**config.mk**
```make
export PLATFORM = sky130hd
export DESIGN_NAME = pipe_ctrl_flat
export DESIGN_NICKNAME = d
export VERILOG_FILES = /design/src/rtl/pipe_pkg.sv /design/src/rtl/pipe_ctrl_if.sv /design/src/rtl/md_busy_cnt.sv /design/src/rtl/pipe_ctrl.sv /design/src/flat_wrapper.sv
export SDC_FILE = /design/constraint.sdc
export NUM_CORES = 1
export LEC_CHECK = 0
export ABC_AREA = 1
export CORE_MARGIN = 8
export CORE_UTILIZATION = 30
export CTS_CLUSTER_DIAMETER = 120
export CTS_CLUSTER_SIZE = 14
export DETAILED_ROUTE_END_ITERATION = 7
export PLACE_DENSITY = 0.56
export SLEW_MARGIN = 15
export SYNTH_ARGS = -nofsm -noshare
export SYNTH_HDL_FRONTEND = slang
export SYNTH_HIERARCHICAL = 1
export SYNTH_SLANG_ARGS = --single-unit
```
**constraint.sdc**
```tcl
create_clock -name clk -period 3 [get_ports clk]
set_input_delay 0.9 -clock clk [delete_from_list [all_inputs] [get_ports clk]]
set_output_delay 0.9 -clock clk [all_outputs]
set_load 0.005 [all_outputs]
```
**src/rtl/pipe_pkg.sv**
```systemverilog
// Shared pipeline-control types and constants.
package pipe_pkg;
  typedef logic [1:0] tnew_t;
  typedef logic [4:0] reg_addr_t;

  localparam tnew_t       TUSE_NONE = 2'd3;
  localparam logic [31:0] EXC_ENTRY = 32'h0000_4180;

  typedef enum logic {MD_IDLE, MD_BUSY} md_state_e;

  // One source operand against the two in-flight producers; $0 never hazards.
  function automatic logic src_hazard(input reg_addr_t addr, input tnew_t tuse,
                                      input reg_addr_t e_a3, input tnew_t e_tnew,
                                      input reg_addr_t m_a3, input tnew_t m_tnew);
    return (addr != '0) && (tuse != TUSE_NONE) &&
           (((addr == e_a3) && (tuse < e_tnew)) ||
            ((addr == m_a3) && (tuse < m_tnew)));
  endfunction
endpackage

```
**src/rtl/pipe_ctrl_if.sv**
```systemverilog
// Decode/execute/CP0 <-> stall controller bundle.
// Stall counters appear only with PIPE_CTRL_STALL_CNT_EN.
interface pipe_ctrl_if;
  import pipe_pkg::*;
  reg_addr_t D_rsAddr, D_rtAddr, E_A3, M_A3;
  tnew_t     D_rsTuse, D_rtTuse, E_Tnew, M_Tnew;
  logic      D_isMD, E_mdStart, E_mdIsDiv, M_excReq;
  logic      D_REG_STALL, E_REG_FLUSH, intReq, E_mdBusy;
`ifdef PIPE_CTRL_STALL_CNT_EN
  logic [31:0] stallCount, mdStallCount;

  modport master (output D_rsAddr, D_rtAddr, D_rsTuse, D_rtTuse, D_isMD, E_A3, M_A3,
                         E_Tnew, M_Tnew, E_mdStart, E_mdIsDiv, M_excReq,
                  input  D_REG_STALL, E_REG_FLUSH, intReq, E_mdBusy, stallCount, mdStallCount);
  modport slave  (input  D_rsAddr, D_rtAddr, D_rsTuse, D_rtTuse, D_isMD, E_A3, M_A3,
                         E_Tnew, M_Tnew, E_mdStart, E_mdIsDiv, M_excReq,
                  output D_REG_STALL, E_REG_FLUSH, intReq, E_mdBusy, stallCount, mdStallCount);
`else
  modport master (output D_rsAddr, D_rtAddr, D_rsTuse, D_rtTuse, D_isMD, E_A3, M_A3,
                         E_Tnew, M_Tnew, E_mdStart, E_mdIsDiv, M_excReq,
                  input  D_REG_STALL, E_REG_FLUSH, intReq, E_mdBusy);
  modport slave  (input  D_rsAddr, D_rtAddr, D_rsTuse, D_rtTuse, D_isMD, E_A3, M_A3,
                         E_Tnew, M_Tnew, E_mdStart, E_mdIsDiv, M_excReq,
                  output D_REG_STALL, E_REG_FLUSH, intReq, E_mdBusy);
`endif
endinterface

```
**src/rtl/md_busy_cnt.sv**
```systemverilog
// Multiply/divide busy scheduler: cycle countdown with exception cancel of new starts.
module md_busy_cnt
  import pipe_pkg::*;
#(
  parameter int MULT_CYCLES = 5,
  parameter int DIV_CYCLES  = 10
) (
  input  logic clk,
  input  logic rst_n,
  input  logic start_i,
  input  logic is_div_i,
  input  logic cancel_i,
  output logic busy_o
);
  localparam int CW = $clog2(DIV_CYCLES + 1);
  localparam logic [CW-1:0] MULT_LD = CW'(MULT_CYCLES);
  localparam logic [CW-1:0] DIV_LD  = CW'(DIV_CYCLES);

  logic [CW-1:0] cnt_q;
  md_state_e     state_q;
  logic [CW-1:0] ld_val;

  assign ld_val = is_div_i ? DIV_LD : MULT_LD;

  // A start alongside an exception belongs to a cancelled instruction; a
  // countdown already running is for a committed op and keeps going.
  always_ff @(posedge clk or negedge rst_n) begin
    if (!rst_n) begin
      cnt_q   <= '0;
      state_q <= MD_IDLE;
    end else if (start_i && !cancel_i) begin
      cnt_q   <= ld_val;
      state_q <= (ld_val != '0) ? MD_BUSY : MD_IDLE;
    end else if (cnt_q != '0) begin
      cnt_q <= cnt_q - 1'b1;
      if (cnt_q == CW'(1)) state_q <= MD_IDLE;
    end
  end

  assign busy_o = (state_q == MD_BUSY);
endmodule

```
**src/rtl/pipe_ctrl.sv**
```systemverilog
// Pipeline stall/flush controller: load-use + MDU hazards, exception override.
// Optional stall counters with PIPE_CTRL_STALL_CNT_EN.
module pipe_ctrl
  import pipe_pkg::*;
#(
  parameter int MULT_CYCLES = 5,
  parameter int DIV_CYCLES  = 10
) (
  input  logic      clk,
  input  logic      reset,
  pipe_ctrl_if.slave pif
);
  logic load_use, md_haz, stall, md_busy;

  assign load_use = src_hazard(pif.D_rsAddr, pif.D_rsTuse, pif.E_A3, pif.E_Tnew, pif.M_A3, pif.M_Tnew)
                  | src_hazard(pif.D_rtAddr, pif.D_rtTuse, pif.E_A3, pif.E_Tnew, pif.M_A3, pif.M_Tnew);

  md_busy_cnt #(.MULT_CYCLES(MULT_CYCLES), .DIV_CYCLES(DIV_CYCLES)) u_md (
    .clk      (clk),
    .rst_n    (reset),
    .start_i  (pif.E_mdStart),
    .is_div_i (pif.E_mdIsDiv),
    .cancel_i (pif.M_excReq),
    .busy_o   (md_busy)
  );

  assign md_haz = pif.D_isMD && (md_busy || pif.E_mdStart);
  // Exception entry flushes everything, so stalling that cycle would be wrong.
  assign stall  = (load_use || md_haz) && !pif.M_excReq;

  assign pif.intReq      = pif.M_excReq;
  assign pif.D_REG_STALL = stall;
  assign pif.E_REG_FLUSH = stall;
  assign pif.E_mdBusy    = md_busy;

`ifdef PIPE_CTRL_STALL_CNT_EN
  logic [31:0] stall_cnt_q, md_stall_cnt_q;

  always_ff @(posedge clk or negedge reset) begin
    if (!reset) begin
      stall_cnt_q    <= '0;
      md_stall_cnt_q <= '0;
    end else if (stall) begin
      stall_cnt_q <= stall_cnt_q + 32'd1;
      if (md_haz) md_stall_cnt_q <= md_stall_cnt_q + 32'd1;
    end
  end

  assign pif.stallCount   = stall_cnt_q;
  assign pif.mdStallCount = md_stall_cnt_q;
`endif
endmodule

```
**src/flat_wrapper.sv**
```systemverilog
// flat-port wrapper written by rule: the top's interface ports become plain ports
module pipe_ctrl_flat import pipe_pkg::*;
#(
  parameter int MULT_CYCLES = 5,
  parameter int DIV_CYCLES  = 10
)
  (clk, reset, pif_D_rsAddr, pif_D_rtAddr, pif_D_rsTuse, pif_D_rtTuse, pif_D_isMD, pif_E_A3, pif_M_A3, pif_E_Tnew, pif_M_Tnew, pif_E_mdStart, pif_E_mdIsDiv, pif_M_excReq, pif_D_REG_STALL, pif_E_REG_FLUSH, pif_intReq, pif_E_mdBusy);
  pipe_ctrl_if pif_i ();
  input  logic clk;
  input  logic reset;
  input wire logic [$bits(pif_i.D_rsAddr)-1:0] pif_D_rsAddr;
  input wire logic [$bits(pif_i.D_rtAddr)-1:0] pif_D_rtAddr;
  input wire logic [$bits(pif_i.D_rsTuse)-1:0] pif_D_rsTuse;
  input wire logic [$bits(pif_i.D_rtTuse)-1:0] pif_D_rtTuse;
  input wire logic [$bits(pif_i.D_isMD)-1:0] pif_D_isMD;
  input wire logic [$bits(pif_i.E_A3)-1:0] pif_E_A3;
  input wire logic [$bits(pif_i.M_A3)-1:0] pif_M_A3;
  input wire logic [$bits(pif_i.E_Tnew)-1:0] pif_E_Tnew;
  input wire logic [$bits(pif_i.M_Tnew)-1:0] pif_M_Tnew;
  input wire logic [$bits(pif_i.E_mdStart)-1:0] pif_E_mdStart;
  input wire logic [$bits(pif_i.E_mdIsDiv)-1:0] pif_E_mdIsDiv;
  input wire logic [$bits(pif_i.M_excReq)-1:0] pif_M_excReq;
  output wire logic [$bits(pif_i.D_REG_STALL)-1:0] pif_D_REG_STALL;
  output wire logic [$bits(pif_i.E_REG_FLUSH)-1:0] pif_E_REG_FLUSH;
  output wire logic [$bits(pif_i.intReq)-1:0] pif_intReq;
  output wire logic [$bits(pif_i.E_mdBusy)-1:0] pif_E_mdBusy;
  assign pif_i.D_rsAddr = pif_D_rsAddr;
  assign pif_i.D_rtAddr = pif_D_rtAddr;
  assign pif_i.D_rsTuse = pif_D_rsTuse;
  assign pif_i.D_rtTuse = pif_D_rtTuse;
  assign pif_i.D_isMD = pif_D_isMD;
  assign pif_i.E_A3 = pif_E_A3;
  assign pif_i.M_A3 = pif_M_A3;
  assign pif_i.E_Tnew = pif_E_Tnew;
  assign pif_i.M_Tnew = pif_M_Tnew;
  assign pif_i.E_mdStart = pif_E_mdStart;
  assign pif_i.E_mdIsDiv = pif_E_mdIsDiv;
  assign pif_i.M_excReq = pif_M_excReq;
  assign pif_D_REG_STALL = pif_i.D_REG_STALL;
  assign pif_E_REG_FLUSH = pif_i.E_REG_FLUSH;
  assign pif_intReq = pif_i.intReq;
  assign pif_E_mdBusy = pif_i.E_mdBusy;
  pipe_ctrl #(.MULT_CYCLES(MULT_CYCLES), .DIV_CYCLES(DIV_CYCLES)) u_core (.clk(clk), .reset(reset), .pif(pif_i));
endmodule
```
==> reports/qor.csv <==
metric,value,unit
Residual DRC,0,
Peak VDD IR,0.322,mV
RSZ-0062 raised after global routing,no,
PwrDens,377,nW/um^2
crit end category,output pin,
WL/cell,11.0,um
hold depth,2,
Initial Util,0.307,
Core ar.,2980,um^2
Seq cells post-synth,5,
diode count,0,
Final Util,0.464,
largest net degree at the start of global routing,8,
hold_ws,0.498,ns
CP cell instances,clkdlybuf4s50_1 > clkdlybuf4s50_1,
CTS Sinks,5,
status,finished clean,
LEAKAGE,0.779,nW
Slew @ Worst Pin,0.245,ns
Tcrit/Tclk final,0.985,
Mapped Cells,162,
max-slew violations,0,
Hold Path Class,reg2reg,
worst-path fanout max,3,
Maximum Capacitance Violations,0,
minimum clock period,2.95,ns
Hold Crit Endpoint,u_core/u_md/busy_o,
Port Buffer Count,37,
Clk pwr share,0.148,
Cell variety after synth,24,
Critical Path AT,2.05,ns
startpoint of the worst hold path,u_core/u_md/busy_o,
post-synthesis cell area,913,um^2
Final setup viols,0,
Worst setup SP type,input pin,
Int Power,0.289,mW
first-pass GRT wire length,4.53,mm
M3 GR Usage,0.0297,
Crit path required time,2.10,ns
clock skew,0.00453,ns
Pwr Total,0.521,mW
worst skew pair latency,0.24,ns
Fill cells,323,
Flop pwr share,0.266,
Final Hold Viols,0,
post-synth top area share,0.263,
slowest stage cell on the critical path,clkdlybuf4s50_1,
full die area,5070,um^2
Crit path largest cell delay,0.60,ns
r2r endpoint,u_core/u_md/cnt_q[1],
gpl congestion,0.798,
Avg Vias per Cell,4.43,
root buffer cell,clkbuf_4,
Sw Share,0.446,
met1 GRT Util,0.129,
GRT Total Usage,0.107,
combinational power share,0.586,
H-tree levels,1,
footprint of the multi-input gates,706,um^2
"area leader, netlist",nand2_1,
Fmax,0.339,GHz
ANT nets after route,0,
"Top cell by count, worst path",clkdlybuf4s50_1,
initial antenna violation count,0,
Avg Inst Size Synth,5.64,um^2
Most Crowded Layer GR,met2,
critical path class,in2out,
"top cells by area, synth","nand2_1 26%, dfrtp_1 14%, inv_1 9.9%",
# IOs,38,
Die H,71.2,um
total number of vias,1063,
Reg area,125,um^2
RR Startpoint,u_core/u_md/cnt_q[0],
yosys warns,6,
area grow syn2layout,51.2,%
Psw,0.232,mW
Rows,20,
clock slew at reported path FFs,0.04,ns
Num CTS Buffers,3,
Crit path max-delay family,buffers and inverters,
clk buf depth,2,
dpl hpwl,2.38,mm
CTS tree,yes,
Syn Nets,203,
GR Util met2,0.189,
initial DRC count,44,
sequential share of the synthesized area,0.137,
Die Width,71.2,um
final layout net count,249,
r2r setup slk,1.83,ns
total iterations of the first detailed-routing run,4,
fraction of layout cells with a size suffix above 1,0.271,
postcts setup bufs,0,
total wire length,2.64,mm
vias in the first global route,1089,
grt ovf,0,
Slew Limit Headroom,0.836,
worst reg2reg path depth,6,
number of buffers and inverters on the critical path,2,
[cell usage in the layout (no fill, tap or decap), types with 4 or more instances in the layout]
| cell type | count |
|---|---|
| dfrtp_1 | 5 |
| ha_1 | 4 |
| nand2_1 | 62 |
| inv_1 | 19 |
| nand2_2 | 5 |
| clkdlybuf4s50_1 | 7 |
| clkbuf_2 | 5 |
| buf_4 | 6 |
| nor2_2 | 4 |
| inv_2 | 13 |
| dlygate4sd2_1 | 17 |
| nand3_1 | 6 |
| buf_2 | 4 |
| o21ai_1 | 5 |
| nor2_1 | 10 |
[per-stage QoR]
stage,area [um^2],setup TNS [ns],setup slack [ns],std cells
after global placement,1360,-1.33,-0.667,236
after global routing,1380,0,0.00190,240
after floorplan,913,0,0.261,162
final,1380,0,0.0462,240
after CTS,1360,0,0.0103,240
after detailed placement,1360,-1.41,-0.706,236
[routing by layer]
metal,wire length (um),share of wire,vias up
li1,-,-,580
met1,1210,0.46,459
met2,1310,0.50,24
met3,117,0.044,0
met4,0,0,0
met5,0,0,-
[kinds of logic after synthesis]
group / synth area share
AOI/OAI and AO/OA: 0.0863
xor gates and xnor gates: 0.0384
adders and majority gates: 0.0959
buffers and inverters: 0.159
DFF: 0.137
and+or+nand+nor: 0.484
[synthesized netlist by cell type (all sizes together)]
cell,count
nor2,17
xor2,3
nand2,67
o21bai,1
inv,34
a21boi,1
o21ai,7
ha,7
buf,2
dfrtp,5
a21oi,5
nand4,2
xnor2,1
nand3,10
[state kept, by name (all words and copies together), names as in the netlist]
name,cells
u_core/u_md/cnt_q,4
u_core/u_md/busy_o,1
[tightest hold or removal path: cells and delay by family (launching register included)]
family | cells | cell delay [ns]
flip-flops | 1 | 0.36
AND/OR/NAND/NOR | 2 | 0.11
[power by group through the flow]
stage	Sequential, mW	Combinational, mW	Clock (mW)
global placement	0.138	0.308	0
floorplan	0.131	0.199	0
global route	0.143	0.352	0.0883
finish	0.138	0.305	0.0773
detailed placement	0.138	0.312	0
CTS	0.137	0.303	0.0819
[final cells by class]
cell class / count / area share
multi-input combinational: 121 / 0.511
inverter: 34 / 0.0960
sequential: 5 / 0.0906
clock buffer: 4 / 0.0190
tap: 33 / 0.0299
timing repair buffer: 43 / 0.254
[worst max-delay path by stage]
stage	from	to	slack, ns	cells after the start
2_1_floorplan	pif_E_Tnew[1]	pif_E_REG_FLUSH	0.26	11
3_3_place_gp	pif_E_Tnew[1]	pif_E_REG_FLUSH	-0.67	12
3_5_place_dp	pif_E_Tnew[1]	pif_D_REG_STALL	-0.71	12
4_1_cts	pif_M_Tnew[1]	pif_D_REG_STALL	0.01	13
5_1_grt	pif_D_rsAddr[2]	pif_E_REG_FLUSH	0.002	12
6_report	pif_M_excReq	pif_intReq	0.05	2
[timing repair]
action	4_1_cts	5_1_grt
hold buffers	0	0
endpoints found under the setup margin	2	2
pin swaps	13	20
resized for setup	55	23
cloned	0	0
Note: power is estimated with default switching activity, not from simulation.
